File: config.mk
export PLATFORM = sky130hd
export DESIGN_NAME = acc_readout
export DESIGN_NICKNAME = d
export VERILOG_FILES = /design/src/rtl/acc_readout.sv
export SDC_FILE = /design/constraint.sdc
export NUM_CORES = 1
export LEC_CHECK = 0
export BUFFER_PORTS_ARGS = -buffer_cell sky130_fd_sc_hd__buf_2
export CORE_MARGIN = 1
export CORE_UTILIZATION = 46
export DETAILED_ROUTE_END_ITERATION = 12
export SYNTH_ARGS = -nofsm -noshare
export SYNTH_HDL_FRONTEND = slang
export SYNTH_SLANG_ARGS = --single-unit
File: constraint.sdc
create_clock -name clk -period 9.6 [get_ports clk]
set_input_delay 1.44 -clock clk [delete_from_list [all_inputs] [get_ports clk]]
set_output_delay 1.44 -clock clk [all_outputs]
set_load 0.01 [all_outputs]
File: src/rtl/acc_readout.sv
// Drains DEPTH accumulator entries per job, requantizes each one to OUT_WIDTH bits
// (optional ReLU, rounded arithmetic shift, saturation) and streams the results out
// through a 2-entry valid/ready FIFO.
module acc_readout #(
   parameter int DEPTH             = 8,
   parameter int PARTIAL_SUM_WIDTH = 45,
   parameter int OUT_WIDTH         = 8,
   localparam int AW = (DEPTH > 1) ? $clog2(DEPTH) : 1
) (
   input  logic                                clk,
   input  logic                                rst,
   input  logic                                start,
   input  logic [5:0]                          shift,
   input  logic                                relu_en,
   output logic                                Acc_Rd_en,
   output logic [AW-1:0]                       Acc_Rd_Addr,
   input  logic signed [PARTIAL_SUM_WIDTH-1:0] Acc_Rd_Data,
   output logic signed [OUT_WIDTH-1:0]         Out_Data,
   output logic                                Out_Valid,
   input  logic                                Out_Ready,
   output logic                                Out_Last,
   output logic                                Busy,
   output logic                                Done
);

   localparam int PSW = PARTIAL_SUM_WIDTH;
   localparam int CW  = AW + 1;
   localparam logic signed [PSW:0] MAXV = {{(PSW-OUT_WIDTH+2){1'b0}}, {(OUT_WIDTH-1){1'b1}}};
   localparam logic signed [PSW:0] MINV = {{(PSW-OUT_WIDTH+2){1'b1}}, {(OUT_WIDTH-1){1'b0}}};

   typedef enum logic [1:0] {IDLE, RUN, DONE} state_t;

   state_t                      state, state_nxt;
   logic [5:0]                  shift_q;
   logic                        relu_q;
   logic [CW-1:0]               rd_cnt;
   logic                        inflight, inflight_last;
   logic signed [OUT_WIDTH-1:0] fifo_d [2];
   logic [1:0]                  fifo_l;
   logic                        wr_ptr, rd_ptr;
   logic [1:0]                  count;
   logic                        accept, pop;
   logic [2:0]                  occ;

   // Rounding add is done one bit wider than the entry so the positive maximum cannot wrap.
   function automatic logic signed [OUT_WIDTH-1:0] requant(
      input logic signed [PSW-1:0] x_in,
      input logic [5:0]            sh,
      input logic                  relu
   );
      logic signed [PSW:0] x, rnd, y;
      x   = {x_in[PSW-1], x_in};
      rnd = '0;
      if (relu && x_in[PSW-1]) x = '0;
      if (sh == 6'd0) begin
         y = x;
      end else if (32'(sh) >= PSW) begin
         y = x[PSW] ? '1 : '0;
      end else begin
         rnd = (PSW+1)'(1) << (sh - 6'd1);
         y   = (x + rnd) >>> sh;
      end
      if (y > MAXV)      return MAXV[OUT_WIDTH-1:0];
      else if (y < MINV) return MINV[OUT_WIDTH-1:0];
      else               return y[OUT_WIDTH-1:0];
   endfunction

   always_ff @(posedge clk or posedge rst) begin
      if (rst) begin
         state         <= IDLE;
         shift_q       <= '0;
         relu_q        <= 1'b0;
         rd_cnt        <= '0;
         inflight      <= 1'b0;
         inflight_last <= 1'b0;
         fifo_d[0]     <= '0;
         fifo_d[1]     <= '0;
         fifo_l        <= '0;
         wr_ptr        <= 1'b0;
         rd_ptr        <= 1'b0;
         count         <= '0;
      end else begin
         state <= state_nxt;
         if (accept) begin
            shift_q <= shift;
            relu_q  <= relu_en;
         end
         if (state == DONE)  rd_cnt <= '0;
         else if (Acc_Rd_en) rd_cnt <= rd_cnt + 1'b1;
         inflight      <= Acc_Rd_en;
         inflight_last <= Acc_Rd_en && (rd_cnt == CW'(DEPTH-1));
         if (inflight) begin
            fifo_d[wr_ptr] <= requant(Acc_Rd_Data, shift_q, relu_q);
            fifo_l[wr_ptr] <= inflight_last;
            wr_ptr         <= ~wr_ptr;
         end
         if (pop) rd_ptr <= ~rd_ptr;
         count <= count + {1'b0, inflight} - {1'b0, pop};
      end
   end

   // The first read is issued in the accepting cycle so data lands in the FIFO one cycle later.
   always_comb begin
      state_nxt   = state;
      accept      = (state == IDLE) && start;
      Out_Valid   = (count != 2'd0);
      pop         = Out_Valid && Out_Ready;
      Out_Data    = Out_Valid ? fifo_d[rd_ptr] : '0;
      Out_Last    = Out_Valid && fifo_l[rd_ptr];
      occ         = {1'b0, count} - {2'b0, pop} + {2'b0, inflight};
      Acc_Rd_en   = !rst && (accept || (state == RUN)) && (rd_cnt < CW'(DEPTH)) && (occ < 3'd2);
      Acc_Rd_Addr = Acc_Rd_en ? rd_cnt[AW-1:0] : '0;
      Busy        = (state != IDLE);
      Done        = (state == DONE);
      case (state)
         IDLE:    if (start) state_nxt = RUN;
         RUN:     if (pop && Out_Last) state_nxt = DONE;
         DONE:    state_nxt = IDLE;
         default: state_nxt = IDLE;
      endcase
   end

endmodule

==> Implementation_results.wiki <==
{| class="wikitable"
! Metric !! Value
|-
| Number of vias after detailed routing || 15.3k
|-
| Post-detailed-route wirelength per cell || 30.1 um
|-
| Ys flop type || sky130_fd_sc_hd__dfrtp_1
|-
| Fraction of final layout cells sized beyond drive strength 1 || 12.3%
|-
| Hold EP || fifo_d[7]
|-
| Setup repair after global routing missed its margin || false
|-
| Number of enable flip-flop cells after synthesis || 0
|-
| Leak pwr || 0.00460 uW
|-
| Maximum number of pins on one net before global-route repair || 53
|-
| Maximum fanout count along the critical path || 24
|-
| CTS tree || done
|-
| Endpoint of the worst register-to-register path || fifo_d[14]
|-
| Min Clock Period, post-route || 8.22 ns
|-
| Transition time of the tightest slew-check pin || 1.28 ns
|-
| Resized cells post-CTS || 0
|-
| Final TNS setup || 0 ns
|-
| Worst setup slack after layout || 1.38 ns
|-
| IO Port Bufs || 71
|-
| Setup skew after layout || 0.00999 ns
|-
| Cell row count || 57
|-
| Worst hold path class || reg2reg
|-
| Max Cap Violations || 0
|-
| Required time of the critical path || 9.80 ns
|-
| Overflow after GRT || 0
|-
| Portion of netlist area occupied by mux cells || 6.90%
|-
| Post-route antenna net violation count || 0
|-
| Number of CTS-inserted buffers || 5
|-
| Sequential group share of total power || 5.9%
|-
| Worst setup path category || in2reg
|-
| Share of synthesized flip-flops with an asynchronous set or reset || 100%
|-
| Count of TritonRoute iterations in the first routing pass || 6
|-
| Share of synthesized cell area in and, or, nand and nor gates || 33.5%
|-
| Number of max-slew violations in the final report || 0
|-
| Parity-gate share of the synthesized area counting xor and xnor cells || 2.83%
|-
| Status || completed
|-
| Number of nets in the final layout || 1819
|-
| Kind of launch point of the worst setup path || input port
|-
| Crit path DAT || 8.43 ns
|-
| Ys Warns || 0
|-
| Dominant combinational cell family by area after synthesis || compound AO/OA/AOI/OAI gates
|-
| Maximum clock frequency || 122 MHz
|-
| Avg Cell Area, Syn || 6.68 sq um
|-
| Worst Hold Depth || 2
|-
| DRC violation total after the first TritonRoute iteration || 2455
|-
| Flop and latch count out of synthesis || 37
|-
| Maximum root-to-sink buffer count || 2
|-
| Die outline height || 160 um
|-
| Post-Syn Nets || 1823
|-
| Cell Area, Synth || 11500 sq um
|-
| Compound-gate portion of the synthesized area || 36.7%
|-
| Number of H-tree levels || 2
|-
| Pwr Density || 390 nW/um^2
|-
| Die outline width || 160 um
|-
| Initial core utilization || 47.0%
|-
| Combinational share of power || 90.4%
|-
| Master cell of the clock root buffer || sky130_fd_sc_hd__clkbuf_16
|-
| Distinct cell type count after synthesis || 113
|-
| Startpoint of the worst hold path || fifo_d[7]
|-
| Largest vdd supply drop || 178 uV
|-
| Vias per cell || 7.51
|-
| Clock Power Share || 3.7%
|-
| Internal power of the cells || 1610 uW
|-
| Synthesized netlist cell count || 1717
|-
| Category of the worst setup path capture point || register
|-
| Clock transition at the registers of the reported paths || 0.06 ns
|-
| Final number of setup-violating endpoints || 0
|-
| Worst-case register-to-register setup slack || 1.39 ns
|-
| WL final || 61.4 mm
|-
| Worst Reg-to-Reg Cells || 22
|-
| Area growth from synthesis to final layout || 5.39%
|-
| Final cycle utilization of the critical path || 85.7%
|-
| Buffers inserted during post-CTS setup optimization || 0
|-
| Via count of the first global-routing pass || 14.1k
|-
| Number of remaining DRC errors || 0
|-
| Switch Pwr || 3100 uW
|-
| Total of hold buffers inserted after clock tree synthesis || 0
|-
| Number of antenna violations at the first check in global routing || 3
|-
| Share of synthesized cell area in full adder, half adder and majority cells || 5.59%
|-
| Tot GR Track Use || 46.9%
|-
| I/O pin cnt || 72
|-
| Proportion of synthesized chip area in sequential cells || 8.08%
|-
| Dpl ws || 1.73 ns
|-
| Switching share of power || 65.8%
|-
| Final hold violations || 0
|-
| Placed wire-length estimate || 47.2 mm
|-
| Wire length of the first global-routing pass || 90.8 mm
|-
| Final GP Congestion || 1.18
|-
| Number of sinks handled by clock tree synthesis || 37
|-
| DIE AREA || 25600 sq um
|-
| Worst slew margin relative to its limit || 13.9%
|-
| Floorplan Core Area || 24400 sq um
|-
| Reg-to-reg critical path startpoint || shift_q[2]
|-
| Insertion delay to the later sink of the worst-skew pair || 0.29 ns
|}
## cell type report
cell class | count | area [sq um]
repair buffers | 116 | 693
clock inverters | 2 | 13.8
inverters | 22 | 82.6
well taps | 324 | 405
flip-flops and latches | 37 | 931
multi-input cells | 1531 | 9810
diodes | 3 | 7.51
clock buffers | 6 | 139
fillers | 2590 | 12300
## state kept, by name (all words and copies together) (netlist names)
signal         count
relu_q             1
rd_cnt             4
inflight_last      1
fifo_l             2
state              2
count              2
wr_ptr             1
shift_q            6
fifo_d            16
inflight           1
rd_ptr             1
## synthesized netlist by cell type, types with 8 or more instances
cell type                   number  area share [%]
sky130_fd_sc_hd__or3_1          16            0.87
sky130_fd_sc_hd__a311oi_1       11            0.84
sky130_fd_sc_hd__o2111ai_1      11            0.84
sky130_fd_sc_hd__a31oi_1        36             2.0
sky130_fd_sc_hd__o211ai_1       33             2.2
sky130_fd_sc_hd__o21ai_1        12            0.52
sky130_fd_sc_hd__ha_1           48             5.2
sky130_fd_sc_hd__mux4_2         10             2.0
sky130_fd_sc_hd__a211oi_1       26             1.7
sky130_fd_sc_hd__and3_1          8            0.44
sky130_fd_sc_hd__clkbuf_1       64             2.1
sky130_fd_sc_hd__a21o_1         25             1.6
sky130_fd_sc_hd__buf_1          15            0.49
sky130_fd_sc_hd__inv_1          19            0.62
sky130_fd_sc_hd__o21ai_0        90             3.9
sky130_fd_sc_hd__a221oi_1       14             1.1
sky130_fd_sc_hd__mux2i_1        46             4.0
sky130_fd_sc_hd__o21a_1         13            0.85
sky130_fd_sc_hd__a21oi_1       121             5.3
sky130_fd_sc_hd__o32ai_1        11            0.84
sky130_fd_sc_hd__nor4_1         27             1.5
sky130_fd_sc_hd__buf_2          26             1.1
sky130_fd_sc_hd__buf_4          11            0.72
sky130_fd_sc_hd__and2_1         57             3.1
sky130_fd_sc_hd__and4_1         12            0.92
sky130_fd_sc_hd__o221ai_1       20             1.5
sky130_fd_sc_hd__o31ai_1        18             1.2
sky130_fd_sc_hd__xnor2_1        22             1.7
sky130_fd_sc_hd__o22ai_1        17            0.93
sky130_fd_sc_hd__or2_2           9            0.49
sky130_fd_sc_hd__clkbuf_8        8            0.96
sky130_fd_sc_hd__nand4_1        41             2.2
sky130_fd_sc_hd__nand3_1        37             1.6
sky130_fd_sc_hd__nor3_1         75             3.3
sky130_fd_sc_hd__a22oi_1        11            0.72
sky130_fd_sc_hd__nor2_1        226             7.4
sky130_fd_sc_hd__xor2_1         15             1.1
sky130_fd_sc_hd__nand2_1       224             7.3
sky130_fd_sc_hd__mux2_2          8            0.79
sky130_fd_sc_hd__o31a_1          8            0.61
sky130_fd_sc_hd__dfrtp_1        37             8.1
## how the worst max path moves through the flow
stage / startpoint / endpoint
finish: Acc_Rd_Data[44] / fifo_d[14]
global route: Acc_Rd_Data[44] / fifo_d[6]
CTS: Acc_Rd_Data[44] / fifo_d[6]
detailed placement: Acc_Rd_Data[44] / fifo_d[6]
global placement: Acc_Rd_Data[44] / fifo_d[6]
floorplan: shift_q[1] / fifo_d[14]
## kinds of logic (layout without fill, tap and decap cells)
logic type | Yosys count | count (layout)
other | 0 | 3
adder cells (fa/ha/maj) | 50 | 50
flip-flops | 37 | 37
AO/OA/AOI/OAI | 586 | 586
multiplexers | 65 | 65
XOR/XNOR | 37 | 37
buffers and inverters | 149 | 146
AND/OR/NAND/NOR | 793 | 793
## worst max-delay path, stage by stage
cell and delay, ns:
sky130_fd_sc_hd__buf_2 0.09, sky130_fd_sc_hd__nand2_1 0.37, sky130_fd_sc_hd__buf_4 0.38, sky130_fd_sc_hd__and2_1 0.21
sky130_fd_sc_hd__ha_1 0.21, sky130_fd_sc_hd__fa_1 0.45, sky130_fd_sc_hd__a211oi_1 0.39, sky130_fd_sc_hd__o211ai_1 0.22
sky130_fd_sc_hd__a211oi_1 0.49, sky130_fd_sc_hd__o21ai_1 0.27, sky130_fd_sc_hd__a41oi_1 0.45, sky130_fd_sc_hd__xnor2_1 0.28
sky130_fd_sc_hd__nor2_1 0.18, sky130_fd_sc_hd__nor4_1 1.11, sky130_fd_sc_hd__o32ai_1 0.15, sky130_fd_sc_hd__nor4_1 0.48
sky130_fd_sc_hd__nand2_1 0.13, sky130_fd_sc_hd__nor4_1 0.32, sky130_fd_sc_hd__a21oi_2 0.18, sky130_fd_sc_hd__or4_1 0.47
sky130_fd_sc_hd__a31oi_1 0.15
## cell usage in the layout (no fill, tap or decap), types with 20 or more instances in the layout
| cell type | instances |
|---|---|
| sky130_fd_sc_hd__nand2_1 | 224 |
| sky130_fd_sc_hd__buf_2 | 71 |
| sky130_fd_sc_hd__nor3_1 | 75 |
| sky130_fd_sc_hd__a211oi_1 | 26 |
| sky130_fd_sc_hd__a31oi_1 | 36 |
| sky130_fd_sc_hd__o211ai_1 | 33 |
| sky130_fd_sc_hd__nand4_1 | 41 |
| sky130_fd_sc_hd__dfrtp_1 | 33 |
| sky130_fd_sc_hd__nor2_1 | 226 |
| sky130_fd_sc_hd__ha_1 | 48 |
| sky130_fd_sc_hd__mux2i_1 | 46 |
| sky130_fd_sc_hd__and2_1 | 57 |
| sky130_fd_sc_hd__o21ai_0 | 90 |
| sky130_fd_sc_hd__a21oi_1 | 121 |
| sky130_fd_sc_hd__xnor2_1 | 22 |
| sky130_fd_sc_hd__o221ai_1 | 20 |
| sky130_fd_sc_hd__nand3_1 | 37 |
| sky130_fd_sc_hd__nor4_1 | 26 |
| sky130_fd_sc_hd__buf_4 | 45 |
| sky130_fd_sc_hd__a21o_1 | 25 |
## power by group through the flow
stage | clock network, uW | logic [uW] | registers [uW]
3_3_place_gp | 0 | 4010 | 280
3_5_place_dp | 0 | 3970 | 283
2_1_floorplan | 0 | 2660 | 253
6_report | 172 | 4260 | 280
5_1_grt | 178 | 4410 | 290
4_1_cts | 174 | 3980 | 281
## metrics by stage
stage | util, % | cells | total power [uW] | hold WS, ns | cell area [sq um]
floorplan | - | 1717 | 2920 | 0.433 | 11500
global placement | 48.9 | 2030 | 4290 | 0.468 | 11900
detailed placement | 48.9 | 2030 | 4250 | 0.479 | 11900
CTS | 49.5 | 2038 | 4440 | 0.492 | 12100
global route | 49.5 | 2039 | 4880 | 0.502 | 12100
finish | 49.5 | 2041 | 4710 | 0.485 | 12100
## per-layer routing
| layer | wire length (um) | share of wire [%] | track usage, % |
|---|---|---|---|
| met1 | 23000 | 37 | 59.8 |
| met2 | 25100 | 41 | 70.5 |
| met3 | 8540 | 14 | 12.6 |
| met4 | 4730 | 7.7 | 28.4 |
| met5 | 0 | 0 | 0.189 |
Power figures use the tool's default switching activity.
